## src/rtl/arm_mem_pkg.sv

```systemverilog
// rtl/arm_mem_pkg.sv - shared types and lane-map helper for the ARM MEM stage
package arm_mem_pkg;

    typedef enum logic [1:0] {
        BYTE = 2'b00,
        HALF = 2'b01,
        WORD = 2'b10,
        BAD  = 2'b11
    } mem_size_t;

    typedef enum logic {
        IDLE = 1'b0,
        WAIT = 1'b1
    } mem_state_t;

    localparam int WAIT_CNT_W = 8;

    // Bit k of mask is byte offset k; reverse sends offset k to lane 3-k.
    function automatic logic [3:0] lane_map(input logic [3:0] mask, input bit reverse);
        return reverse ? {mask[0], mask[1], mask[2], mask[3]} : mask;
    endfunction

endpackage

```

## src/rtl/arm_mem_lane_align.sv

```systemverilog
// rtl/arm_mem_lane_align.sv - store replicate/lane enables and load rotate/extend
module arm_mem_lane_align
    import arm_mem_pkg::*;
#(
    parameter bit LANE_REVERSE = 1'b1
) (
    input  mem_size_t   i_size,
    input  logic [1:0]  i_off,
    input  logic        i_signed,
    input  logic [31:0] i_store_data,
    input  logic [31:0] i_mem_rdata,
    output logic [31:0] o_store_data,
    output logic [3:0]  o_lane_en,
    output logic [31:0] o_load_data
);

    logic [31:0] w_rot;
    logic [3:0]  w_off_mask;

    always_comb begin
        w_off_mask   = 4'b0000;
        o_store_data = i_store_data;
        case (i_size)
            BYTE: begin
                w_off_mask   = 4'b0001 << i_off;
                o_store_data = {4{i_store_data[7:0]}};
            end
            HALF: begin
                w_off_mask   = 4'b0011 << i_off;
                o_store_data = {2{i_store_data[15:0]}};
            end
            WORD:    w_off_mask = 4'b1111;
            default: w_off_mask = 4'b0000;
        endcase
        o_lane_en = lane_map(w_off_mask, LANE_REVERSE);
    end

    // ARM unaligned word loads return the word rotated right by the byte offset.
    always_comb begin
        w_rot = i_mem_rdata;
        case (i_off)
            2'd1:    w_rot = {i_mem_rdata[7:0],  i_mem_rdata[31:8]};
            2'd2:    w_rot = {i_mem_rdata[15:0], i_mem_rdata[31:16]};
            2'd3:    w_rot = {i_mem_rdata[23:0], i_mem_rdata[31:24]};
            default: w_rot = i_mem_rdata;
        endcase
    end

    always_comb begin
        o_load_data = w_rot;
        case (i_size)
            BYTE:    o_load_data = {{24{i_signed & w_rot[7]}}, w_rot[7:0]};
            HALF:    o_load_data = {{16{i_signed & w_rot[15]}}, w_rot[15:0]};
            default: o_load_data = w_rot;
        endcase
    end

endmodule

```

## src/rtl/arm_mem_access_unit.sv

```systemverilog
// rtl/arm_mem_access_unit.sv - MEM stage with req/ready memory port, stall, timeout and fault
module arm_mem_access_unit
    import arm_mem_pkg::*;
#(
    parameter int MAX_WAIT     = 15,
    parameter bit LANE_REVERSE = 1'b1,
    parameter bit HALF_EN      = 1'b1
) (
    input  logic        clk,
    input  logic        rst,
    input  logic        EXMEM_valid,
    input  logic [31:0] EXMEM_data_result,
    input  logic [31:0] EXMEM_rd_data,
    input  logic        EXMEM_rd_we,
    input  logic        EXMEM_rd_data_sel,
    input  logic [3:0]  EXMEM_des_reg_num,
    input  logic        EXMEM_is_load,
    input  logic        EXMEM_is_store,
    input  logic [1:0]  EXMEM_size,
    input  logic        EXMEM_signed,
    output logic        mem_req,
    input  logic        mem_ready,
    output logic [29:0] mem_addr,
    output logic [3:0]  mem_write_en,
    output logic [31:0] mem_data_in,
    input  logic [31:0] mem_data_out,
    output logic        mem_stall,
    output logic        MEMID_rd_we,
    output logic [3:0]  MEMID_rd_num,
    output logic        MEMWB_valid,
    output logic        MEMWB_fault,
    output logic [31:0] MEMWB_data_read_from_mem,
    output logic [31:0] MEMWB_rd_data,
    output logic        MEMWB_rd_we,
    output logic        MEMWB_rd_data_sel,
    output logic [3:0]  MEMWB_des_reg_num
);

    mem_state_t              r_state;
    mem_state_t              w_state_nxt;
    logic [WAIT_CNT_W-1:0]   r_wait_cnt;
    logic [WAIT_CNT_W-1:0]   w_wait_cnt_nxt;

    mem_size_t   w_size;
    logic [1:0]  w_off;
    logic        w_acc;
    logic        w_illegal;
    logic        w_req;
    logic        w_abort;
    logic        w_stall;
    logic        w_fault;
    logic [3:0]  w_lane_en;
    logic [31:0] w_load_data;

    assign w_size = mem_size_t'(EXMEM_size);
    assign w_off  = EXMEM_data_result[1:0];
    assign w_acc  = EXMEM_valid & (EXMEM_is_load | EXMEM_is_store);

    // Illegality only matters for real accesses; plain ALU ops never fault.
    assign w_illegal = w_acc & ((w_size == BAD)
                              | ((w_size == HALF) & (w_off[0] | ~HALF_EN))
                              | (EXMEM_is_load & EXMEM_is_store));

    assign w_req = w_acc & ~w_illegal;

    arm_mem_lane_align #(
        .LANE_REVERSE (LANE_REVERSE)
    ) u_lane_align (
        .i_size       (w_size),
        .i_off        (w_off),
        .i_signed     (EXMEM_signed),
        .i_store_data (EXMEM_rd_data),
        .i_mem_rdata  (mem_data_out),
        .o_store_data (mem_data_in),
        .o_lane_en    (w_lane_en),
        .o_load_data  (w_load_data)
    );

    always_comb begin
        w_state_nxt    = r_state;
        w_wait_cnt_nxt = r_wait_cnt;
        w_abort        = 1'b0;
        case (r_state)
            IDLE: begin
                if (w_req && !mem_ready) begin
                    w_state_nxt    = WAIT;
                    w_wait_cnt_nxt = WAIT_CNT_W'(1);
                end
            end
            WAIT: begin
                if (!w_req || mem_ready) begin
                    w_state_nxt    = IDLE;
                    w_wait_cnt_nxt = '0;
                end else if (r_wait_cnt == WAIT_CNT_W'(MAX_WAIT)) begin
                    w_abort        = 1'b1;
                    w_state_nxt    = IDLE;
                    w_wait_cnt_nxt = '0;
                end else begin
                    w_wait_cnt_nxt = r_wait_cnt + WAIT_CNT_W'(1);
                end
            end
            default: begin
                w_state_nxt    = IDLE;
                w_wait_cnt_nxt = '0;
            end
        endcase
    end

    always_ff @(posedge clk) begin
        if (rst) begin
            r_state    <= IDLE;
            r_wait_cnt <= '0;
        end else begin
            r_state    <= w_state_nxt;
            r_wait_cnt <= w_wait_cnt_nxt;
        end
    end

    assign w_stall      = w_req & ~mem_ready & ~w_abort;
    assign w_fault      = w_illegal | w_abort;
    assign mem_req      = w_req;
    assign mem_stall    = w_stall;
    assign mem_addr     = EXMEM_data_result[31:2];
    assign mem_write_en = (w_req & EXMEM_is_store) ? w_lane_en : 4'b0000;
    assign MEMID_rd_we  = EXMEM_valid & EXMEM_rd_we;
    assign MEMID_rd_num = EXMEM_des_reg_num;

    // A stalled cycle pushes a bubble so writeback never sees a half-done access.
    always_ff @(posedge clk) begin
        if (rst) begin
            MEMWB_valid              <= 1'b0;
            MEMWB_fault              <= 1'b0;
            MEMWB_data_read_from_mem <= '0;
            MEMWB_rd_data            <= '0;
            MEMWB_rd_we              <= 1'b0;
            MEMWB_rd_data_sel        <= 1'b0;
            MEMWB_des_reg_num        <= '0;
        end else if (w_stall) begin
            MEMWB_valid <= 1'b0;
            MEMWB_fault <= 1'b0;
            MEMWB_rd_we <= 1'b0;
        end else begin
            MEMWB_valid              <= EXMEM_valid;
            MEMWB_fault              <= w_fault;
            MEMWB_data_read_from_mem <= w_load_data;
            MEMWB_rd_data            <= EXMEM_data_result;
            MEMWB_rd_we              <= EXMEM_rd_we & ~w_fault;
            MEMWB_rd_data_sel        <= EXMEM_rd_data_sel;
            MEMWB_des_reg_num        <= EXMEM_des_reg_num;
        end
    end

endmodule

```

## config.mk

```make
export PLATFORM = sky130hd
export DESIGN_NAME = arm_mem_access_unit
export DESIGN_NICKNAME = d
export VERILOG_FILES = /design/src/rtl/arm_mem_pkg.sv /design/src/rtl/arm_mem_lane_align.sv /design/src/rtl/arm_mem_access_unit.sv
export SDC_FILE = /design/constraint.sdc
export NUM_CORES = 1
export LEC_CHECK = 0
export CORE_MARGIN = 5
export CORE_UTILIZATION = 42
export CTS_CLUSTER_DIAMETER = 100
export DETAILED_ROUTE_END_ITERATION = 16
export PLACE_DENSITY_LB_ADDON = 0.1
export SETUP_SLACK_MARGIN = 0.15
export SLEW_MARGIN = 20
export SYNTH_ARGS = -nofsm -noshare
export SYNTH_HDL_FRONTEND = slang
export SYNTH_SLANG_ARGS = --single-unit
```

## constraint.sdc

```tcl
create_clock -name clk -period 2.8 [get_ports clk]
set_input_delay 0.42 -clock clk [delete_from_list [all_inputs] [get_ports clk]]
set_output_delay 0.42 -clock clk [all_outputs]
set_load 0.01 [all_outputs]
```

==> results.yml, run 1 <==
run_status:
  status: "completed"
sta:
  drv_slew: 0
  worstMarginPinSlew_ns: 0.651
  finalCriticalPeriod_ns: 2.55
  clock_skew_ns: 0.00525
  finalSetupViolCount: 0
  hold_viol_final: 0
  slew_headroom_pct: 56.5
  fmax_ghz: 0.392
  setup_tns_ns: 0
  rsz0062_at_grt: "no"
  finalCritPeriodShare_pct: 91.2
  fin_hold_ws_ns: 0.470
clock_network:
  cts-root-buf: "clkbuf_8"
  htreeDepth: 3
  clkTransAtPathRegs_ns: 0.08
  clock_latency_ns: 0.35
  clock-sinks: 81
  clockBufferDepth: 2
  cts_buffers: 9
  cts.hold.buffers_added: 0
  tritoncts: "yes"
worst_setup_path:
  cp.required_ns: 2.38
  crit_arrival_ns: 2.13
  r2r-end: "MEMWB_rd_data[5]"
  r2r_start: "r_wait_cnt[0]"
  path_class: "in -> out"
  r2r_slack_ns: 0.59
  endpoint_kind: "primary output"
  worst-r2r-cell-count: 6
  crit_path_start_kind: "input pin"
  worstPathMaxFanout: 7
synthesis:
  synth_area_um2: 4630
  synth_top_cell_area_share_pct: 35.0
  synth.distinct_cells: 48
  yosys-top-cells-area: "dfxtp_1 35%, mux4_2 16%, a22o_1 12%"
  ys.flop_type: "dfxtp_1"
  yosysSeqAreaShare_pct: 35.0
  yosysTopAreaCell: "dfxtp_1"
  post_synth.cell_area_avg_um2: 10.4
  syn_inst: 445
  async_reset_ff_share_pct: 0
  synth_edf_count: 0
  yosys_warnings: 0
  syn-num-nets: 557
  ys_ff_latch: 81
grt:
  grt_pass1_vias: 4248
  grt_start_max_net_pins: 50
  gr-total-overflow: 0
  antenna_found_initial: 0
  grt_first_pass_wirelength_um: 22100
  grt_use_total_pct: 20.9
detailed_routing:
  remaining_drc_errors: 0
  avgRoutedWirePerCell_um: 18.5
  drtPass1Iterations: 4
  via_per_inst: 5.41
  wirelength_um: 14600
  ant_nets: 0
  via_count: 4274
  drt_iter0_drc: 237
floorplan:
  ios: 256
  die_x_um: 115
  core.rowCount: 38
  die_y_um: 115
  initial_utilization_pct: 42.7
  dieArea_um2: 13200
  core-area_um2: 10800
power:
  cellPowerDensity_nw_per_um2: 451
  total_power_mw: 3.23
  leakage_nw: 2.83
  ir_worst_vdd_uv: 302
place:
  dp_hpwl_um: 11600
  place_inst: 773
  place.gp.congestion: 0.818
  port_buffers: 255
final_layout:
  fin_util_pct: 66.1
  multi_input_area_um2: 2400
  mostFrequentLayoutCells: "247 x clkdlybuf4s50_1, 81 x dfxtp_1, 63 x a22o_1"
  drive_gt1_share_pct: 11.8
  area_growth_pct: 54.7
  fillerInstances: 883
  seq_area_um2: 1620
  nNetsFinal: 757
  final_common_cell: "clkdlybuf4s50_1"
  fin_cells: 790
  antenna_cells: 0
worst_hold_path:
  whs_endpoint: "MEMWB_data_read_from_mem[13]"
  holdPathStages: 1
  hold_path.startpoint: "MEMWB_data_read_from_mem[13]"
  holdCritPathClass: "reg -> reg"
flow_run:
  maxCapViolations: 0
-- cell usage after synthesis, drive strengths merged, types with 2 or more instances --
| master | n |
|---|---|
| clkbuf | 6 |
| a22o | 63 |
| and3 | 5 |
| buf | 75 |
| mux2 | 9 |
| o21ai | 27 |
| nor2 | 3 |
| o2bb2ai | 8 |
| nand3 | 6 |
| dfxtp | 81 |
| or2 | 3 |
| inv | 7 |
| a31oi | 5 |
| a21o | 3 |
| nand2 | 56 |
| a221o | 2 |
| mux2i | 12 |
| nor3 | 5 |
| xnor2 | 2 |
| mux4 | 32 |
| nor4 | 2 |
| a21oi | 15 |
| and2 | 3 |
| nand4 | 2 |
-- cell type report --
class / instances / share of cell area, %
flip-flops and latches: 81 / 22.6
clock buffers: 10 / 1.78
repair buffers: 270 / 37.6
inverters: 7 / 0.367
multi-input cells: 276 / 33.5
well taps: 140 / 2.45
clock inverters: 6 / 1.61
-- cells by family after synthesis --
group                      synth area share, %
DFF                                       35.0
AOI/OAI and AO/OA                         20.7
buffers and inverters                     13.1
and+or+nand+nor                           9.54
xor gates and xnor gates                 0.730
muxes                                     20.6
adders and majority gates                0.270
-- metrics by stage --
stage / instance area, um2 / worst slack, ns
after floorplan: 4630 / 0.972
after global placement: 6900 / 0.125
after detailed placement: 6900 / 0.0775
after CTS: 7150 / 0.156
after global routing: 7160 / 0.153
final: 7160 / 0.247
-- report_power, final --
| group | switching (mW) | total [mW] | internal (mW) |
|---|---|---|---|
| registers | 0.0445 | 1.27 | 1.23 |
| clock network | 0.431 | 1.03 | 0.599 |
| logic | 0.376 | 0.928 | 0.552 |
-- flip-flops by register name, summed over array words and instances, names as in the netlist --
signal,cells
r_state,1
r_wait_cnt,8
MEMWB_fault,1
MEMWB_rd_data_sel,1
MEMWB_valid,1
MEMWB_rd_data,32
MEMWB_data_read_from_mem,32
MEMWB_rd_we,1
MEMWB_des_reg_num,4
-- critical path, stage by stage --
cell and delay (ns):
clkdlybuf4s50_1 0.53, nor2b_1 0.33, nand3_4 0.17, nor2_1 0.13, clkdlybuf4s50_1 0.56
-- worst max path at each step --
| stage | start | slack [ns] | to |
|---|---|---|---|
| 3_5_place_dp | EXMEM_is_store | 0.08 | mem_write_en[2] |
| 4_1_cts | EXMEM_size[1] | 0.16 | mem_write_en[2] |
| 6_report | EXMEM_valid | 0.25 | mem_stall |
| 2_1_floorplan | EXMEM_data_result[1] | 0.97 | mem_write_en[1] |
| 3_3_place_gp | EXMEM_is_store | 0.13 | mem_write_en[1] |
| 5_1_grt | EXMEM_valid | 0.15 | mem_stall |
-- metal layers --
layer | up-vias | GRT usage, % | routed length, um
met1 | 2046 | 26.0 | 5950
li1 | 2039 | - | -
met5 | - | 0 | 0
met4 | 0 | 6.42 | 273
met3 | 19 | 6.05 | 1080
met2 | 170 | 35.3 | 7280
-- timing repair --
action / in CTS / in global routing
pin swaps: 1 / 0
endpoints found under the setup margin: 4 / 12
setup buffers: 1 / 0
gates cloned: 0 / 0
resized for setup: 0 / 6
Power figures use the tool's default switching activity.
==> run 2: changes to the inputs <==
Settings changed: CORE_MARGIN 5 to unset.
==> run 2 against run 1 <==
Utilization increased by 1.6 points. Total power decreased by 4.0%. Sequential share of layout area increased by 0.17 points. Fmax decreased by 0.51%. Largest cell class unchanged.
==> results.yml, run 2 (same netlist as run 1, synthesis figures left out) <==
run_status:
  status: "completed"
clock_network:
  cts-root-buf: "clkbuf_8"
  cts.hold.buffers_added: 0
  clockBufferDepth: 2
  tritoncts: "yes"
  clkTransAtPathRegs_ns: 0.08
  clock_latency_ns: 0.35
  cts_buffers: 9
  clock-sinks: 81
  htreeDepth: 3
  postCtsSetupBuffers: 0
grt:
  gr-total-overflow: 0
  antenna_found_initial: 0
  grt_first_pass_wirelength_um: 21200
  grt_start_max_net_pins: 71
  grt_use_total_pct: 23.3
  grt_pass1_vias: 4110
power:
  clkPwrFrac_pct: 29.2
  leakage_nw: 2.74
  switching_share_pct: 27.9
  ir_worst_vdd_uv: 262
  pwr-share-seq_pct: 41.0
  p_switching_mw: 0.867
  cellPowerDensity_nw_per_um2: 436
  p_comb_share_pct: 29.8
  p_int_mw: 2.24
final_layout:
  drive_gt1_share_pct: 12.2
  largestRegisters: "MEMWB_data_read_from_mem (32), MEMWB_rd_data (32), r_wait_cnt (8)"
  multi_input_area_um2: 2410
  antenna_cells: 0
  fillerInstances: 848
  fin_util_pct: 67.7
  final_common_cell: "clkdlybuf4s50_1"
  final_area_um2: 7110
  area_growth_pct: 53.6
  nNetsFinal: 755
  mostFrequentLayoutCells: "250 x clkdlybuf4s50_1, 81 x dfxtp_1, 63 x a22o_1"
  seq_area_um2: 1620
place:
  port_buffers: 255
  place.gp.congestion: 0.809
  dpl_cell_area_um2: 6890
  dp_hpwl_um: 10300
  post-place-ws_ns: 0.165
sta:
  fin_hold_ws_ns: 0.474
  worstMarginPinSlew_ns: 0.654
  slew_headroom_pct: 56.3
  fmax_ghz: 0.390
  drv_slew: 0
  finalCriticalPeriod_ns: 2.57
  setup_ws_ns: 0.234
  finalCritPeriodShare_pct: 91.6
  rsz0062_at_grt: "no"
  clock_skew_ns: 0.0177
  finalSetupViolCount: 0
  hold_viol_final: 0
  setup_tns_ns: 0
detailed_routing:
  drt_iter0_drc: 221
  via_count: 4267
  avgRoutedWirePerCell_um: 17.2
  via_per_inst: 5.44
  remaining_drc_errors: 0
  drtPass1Iterations: 4
  wirelength_um: 13500
  ant_nets: 0
worst_setup_path:
  worstPathMaxFanout: 4
  r2r-end: "MEMWB_rd_we"
  path_class: "in -> out"
  worst-r2r-cell-count: 6
  crit_arrival_ns: 2.15
  r2r_start: "r_wait_cnt[0]"
  cp.required_ns: 2.38
  crit_path_start_kind: "input pin"
  r2r_slack_ns: 0.58
  endpoint_kind: "primary output"
floorplan:
  core-area_um2: 10500
  die_y_um: 107
  dieArea_um2: 11400
  initial_utilization_pct: 44.1
  ios: 256
  core.rowCount: 37
  die_x_um: 107
worst_hold_path:
  holdCritPathClass: "reg -> reg"
  holdPathStages: 1
  whs_endpoint: "MEMWB_data_read_from_mem[10]"
  hold_path.startpoint: "MEMWB_data_read_from_mem[10]"
flow_run:
  maxCapViolations: 0
==> run 2: changes by cell type in the layout (fill, tap and decap cells not counted), sizes merged <==
cell	change
dlymetal6s2s	-5
inv	+3
buf	-2
clkbuf	+1
clkinv	-1
clkdlybuf4s50	+3
dlygate4sd2	+1
bufinv	-2
==> run 2: repair_timing <==
action	CTS	global route
gates cloned	0	0
setup endpoints to repair	1	12
pin swaps	0	0
gates resized for setup	1	3
==> run 2: power groups by stage <==
| stage | Sequential (mW) | Combinational, mW | Clock [mW] |
|---|---|---|---|
| floorplan | 1.33 | 0.405 | 0 |
| global placement | 1.30 | 0.914 | 0 |
| detailed placement | 1.30 | 0.926 | 0 |
| CTS | 1.27 | 0.930 | 0.938 |
| global route | 1.28 | 0.985 | 0.989 |
| finish | 1.27 | 0.923 | 0.906 |
==> run 2: through the flow <==
stage	instances	total power [mW]
floorplan	445	1.74
global placement	768	2.21
detailed placement	768	2.22
CTS	784	3.14
global route	784	3.26
finish	784	3.10
==> run 2: area by class of cell <==
| class | instances | area share, % |
|---|---|---|
| Inverter | 7 | 0.370 |
| Tap cell | 136 | 2.39 |
| Sequential cell | 81 | 22.8 |
| Clock inverter | 6 | 1.02 |
| Clock buffer | 10 | 1.94 |
| Multi-Input combinational cell | 276 | 33.9 |
| Timing Repair Buffer | 268 | 37.6 |
==> run 2: routing by layer <==
metal	vias up	share of wire, %	track usage [%]
met1	2025	40	28.8
met2	200	50	40.6
met5	-	0	0
met4	0	0.68	5.38
li1	2034	-	-
met3	8	9.0	6.02
==> run 2: worst max-delay path by stage <==
| stage | from | endpoint | slack, ns | cells past startpoint |
|---|---|---|---|---|
| floorplan | EXMEM_data_result[1] | mem_write_en[1] | 0.97 | 5 |
| global placement | EXMEM_size[0] | mem_data_in[13] | 0.21 | 6 |
| detailed placement | EXMEM_is_store | mem_write_en[1] | 0.17 | 6 |
| CTS | EXMEM_is_load | mem_write_en[1] | 0.17 | 6 |
| global route | EXMEM_is_load | mem_write_en[0] | 0.14 | 6 |
| finish | EXMEM_is_load | mem_write_en[2] | 0.23 | 6 |
==> run 2: worst max-delay path, cell delays in order <==
cell	delay (ns)
clkdlybuf4s50_1	0.54
xor2_2	0.16
and3_1	0.20
nand2_2	0.12
a21oi_1	0.15
clkdlybuf4s50_1	0.55
==> run 3: changes to the inputs <==
--- a/config.mk
+++ b/config.mk
@@ -11,5 +11,4 @@
 export PLACE_DENSITY_LB_ADDON = 0.1
 export SETUP_SLACK_MARGIN = 0.15
-export SLEW_MARGIN = 20
 export SYNTH_ARGS = -nofsm -noshare
 export SYNTH_HDL_FRONTEND = slang
==> constraint.sdc (replaced) <==
create_clock -name clk -period 2.8 [get_ports clk]
set_input_delay 0.42 -clock clk [delete_from_list [all_inputs] [get_ports clk]]
set_output_delay 0.42 -clock clk [all_outputs]
set_load 0.005 [all_outputs]
==> run 3 against run 2 <==
Sequential power about the same. Clock power down 16%. Total power fell by 6.5%. Setup slack improved by 0.0044 ns. Worst hold slack worse by 0.0047 ns. Fmax increased by 0.17%. Critical path type unchanged.
==> results.yml, run 3 (same netlist as run 1, synthesis figures left out) <==
sta:
  finalCritPeriodShare_pct: 91.5
  clock_skew_ns: 0.00839
  slew_headroom_pct: 63.7
  hold_viol_final: 0
  finalCriticalPeriod_ns: 2.56
  drv_slew: 0
  rsz0062_at_grt: "no"
  setup_tns_ns: 0
  worstMarginPinSlew_ns: 0.543
  fmax_ghz: 0.390
  finalSetupViolCount: 0
power:
  cellPowerDensity_nw_per_um2: 412
  leakage_nw: 2.69
  ir_worst_vdd_uv: 261
place:
  place.gp.congestion: 0.799
  dp_hpwl_um: 10300
  port_buffers: 255
  dpl_cell_area_um2: 6870
detailed_routing:
  ant_nets: 0
  wirelength_um: 13700
  via_count: 4292
  drt_iter0_drc: 265
  remaining_drc_errors: 0
  via_per_inst: 5.48
  avgRoutedWirePerCell_um: 17.5
  drtPass1Iterations: 4
floorplan:
  die_x_um: 107
  core-area_um2: 10500
  ios: 256
  dieArea_um2: 11400
  initial_utilization_pct: 44.1
  core.rowCount: 37
  die_y_um: 107
grt:
  antenna_found_initial: 0
  grt_first_pass_wirelength_um: 20900
  grt_start_max_net_pins: 71
  grt_pass1_vias: 4075
  grt_use_total_pct: 23.2
  gr-total-overflow: 0
final_layout:
  nNetsFinal: 754
  drive_gt1_share_pct: 11.9
  final_common_cell: "clkdlybuf4s50_1"
  antenna_cells: 0
  fin_util_pct: 67.1
  area_growth_pct: 52.2
  largestRegisters: "MEMWB_data_read_from_mem (32), MEMWB_rd_data (32), r_wait_cnt (8)"
  mostFrequentLayoutCells: "251 x clkdlybuf4s50_1, 81 x dfxtp_1, 63 x a22o_1"
  final_area_um2: 7050
clock_network:
  clockBufferDepth: 2
  cts-root-buf: "clkbuf_8"
  cts_buffers: 9
  cts.hold.buffers_added: 0
  tritoncts: "yes"
  clkTransAtPathRegs_ns: 0.08
  htreeDepth: 3
  clock-sinks: 81
  clock_latency_ns: 0.35
worst_hold_path:
  holdCritPathClass: "reg -> reg"
  hold_path.startpoint: "MEMWB_data_read_from_mem[14]"
worst_setup_path:
  cp.required_ns: 2.38
  crit_slowest_cell: "clkdlybuf4s50_1"
  slowest_delay_ns: 0.55
  path_common_cell: "clkdlybuf4s50_1"
  endpoint_kind: "primary output"
  crit_arrival_ns: 2.14
  path_cells: "clkdlybuf4s50_1 > xor2_2 > and3_1 > nand2_2 > a21oi_1 > clkdlybuf4s50_1"
  crit_path_start_kind: "input pin"
  crit_start: "EXMEM_is_load"
  worstPathMaxFanout: 4
  critical_path_buf_inv_count: 2
  path_class: "in -> out"
  critical_path.top_delay_family: "buffers and inverters"
  r2r_start: "r_wait_cnt[0]"
run_status:
  status: "completed"
flow_run:
  maxCapViolations: 0
-- run 3: path summary, 6_finish.rpt --
kind                                                     end  slack [ns]  depth (start not counted)
worst max-delay path                         mem_write_en[1]        0.24                          6
worst min-delay path            MEMWB_data_read_from_mem[14]        0.47                          1
worst max register to register              MEMWB_rd_data[3]        0.64                          6
worst min register to register  MEMWB_data_read_from_mem[14]        0.47                          1
-- run 3: worst register-to-register path, cell delays in order (launching register included) --
cell	delay (ns)
dfxtp_1	0.41
ha_1	0.24
and4b_1	0.27
nand3_1	0.17
a21oi_4	0.50
buf_12	0.31
a22o_1	0.20
-- run 3: layout make-up --
cell class                      instances  area, um2
Fill cell                             850       3460
Inverter                                7       26.3
Multi-Input combinational cell        276       2410
Sequential cell                        81       1620
Tap cell                              136        170
Clock inverter                          6       42.5
Timing Repair Buffer                  267       2650
Clock buffer                           10        128
-- run 3: stage by stage --
stage | std cells | setup slack [ns] | hold slack (ns) | power, mW
floorplan | 445 | 1.04 | 0.456 | 1.68
global placement | 767 | 0.244 | 0.446 | 2.15
detailed placement | 767 | 0.166 | 0.445 | 2.16
CTS | 783 | 0.176 | 0.470 | 2.93
global route | 783 | 0.158 | 0.489 | 3.04
finish | 783 | 0.238 | 0.470 | 2.90
-- run 3: report_power, final --
group	leakage, nW	switching [mW]	total (mW)	internal [mW]
combinational	1.93	0.317	0.865	0.548
clock	0.0831	0.436	0.761	0.325
sequential	0.670	0.0430	1.27	1.23
-- run 3: routing by layer --
metal / routed length, um / vias to the layer above / global-route usage [%]
met5: 0 / - / 0
met1: 5570 / 2048 / 29.7
met3: 1120 / 8 / 5.29
met4: 102 / 0 / 6.36
li1: - / 2034 / -
met2: 6890 / 202 / 39.2
-- run 3: repair_timing --
action,4_1_cts,5_1_grt
gates resized for setup,1,2
buffers inserted,0,0
endpoints found under the setup margin,1,10
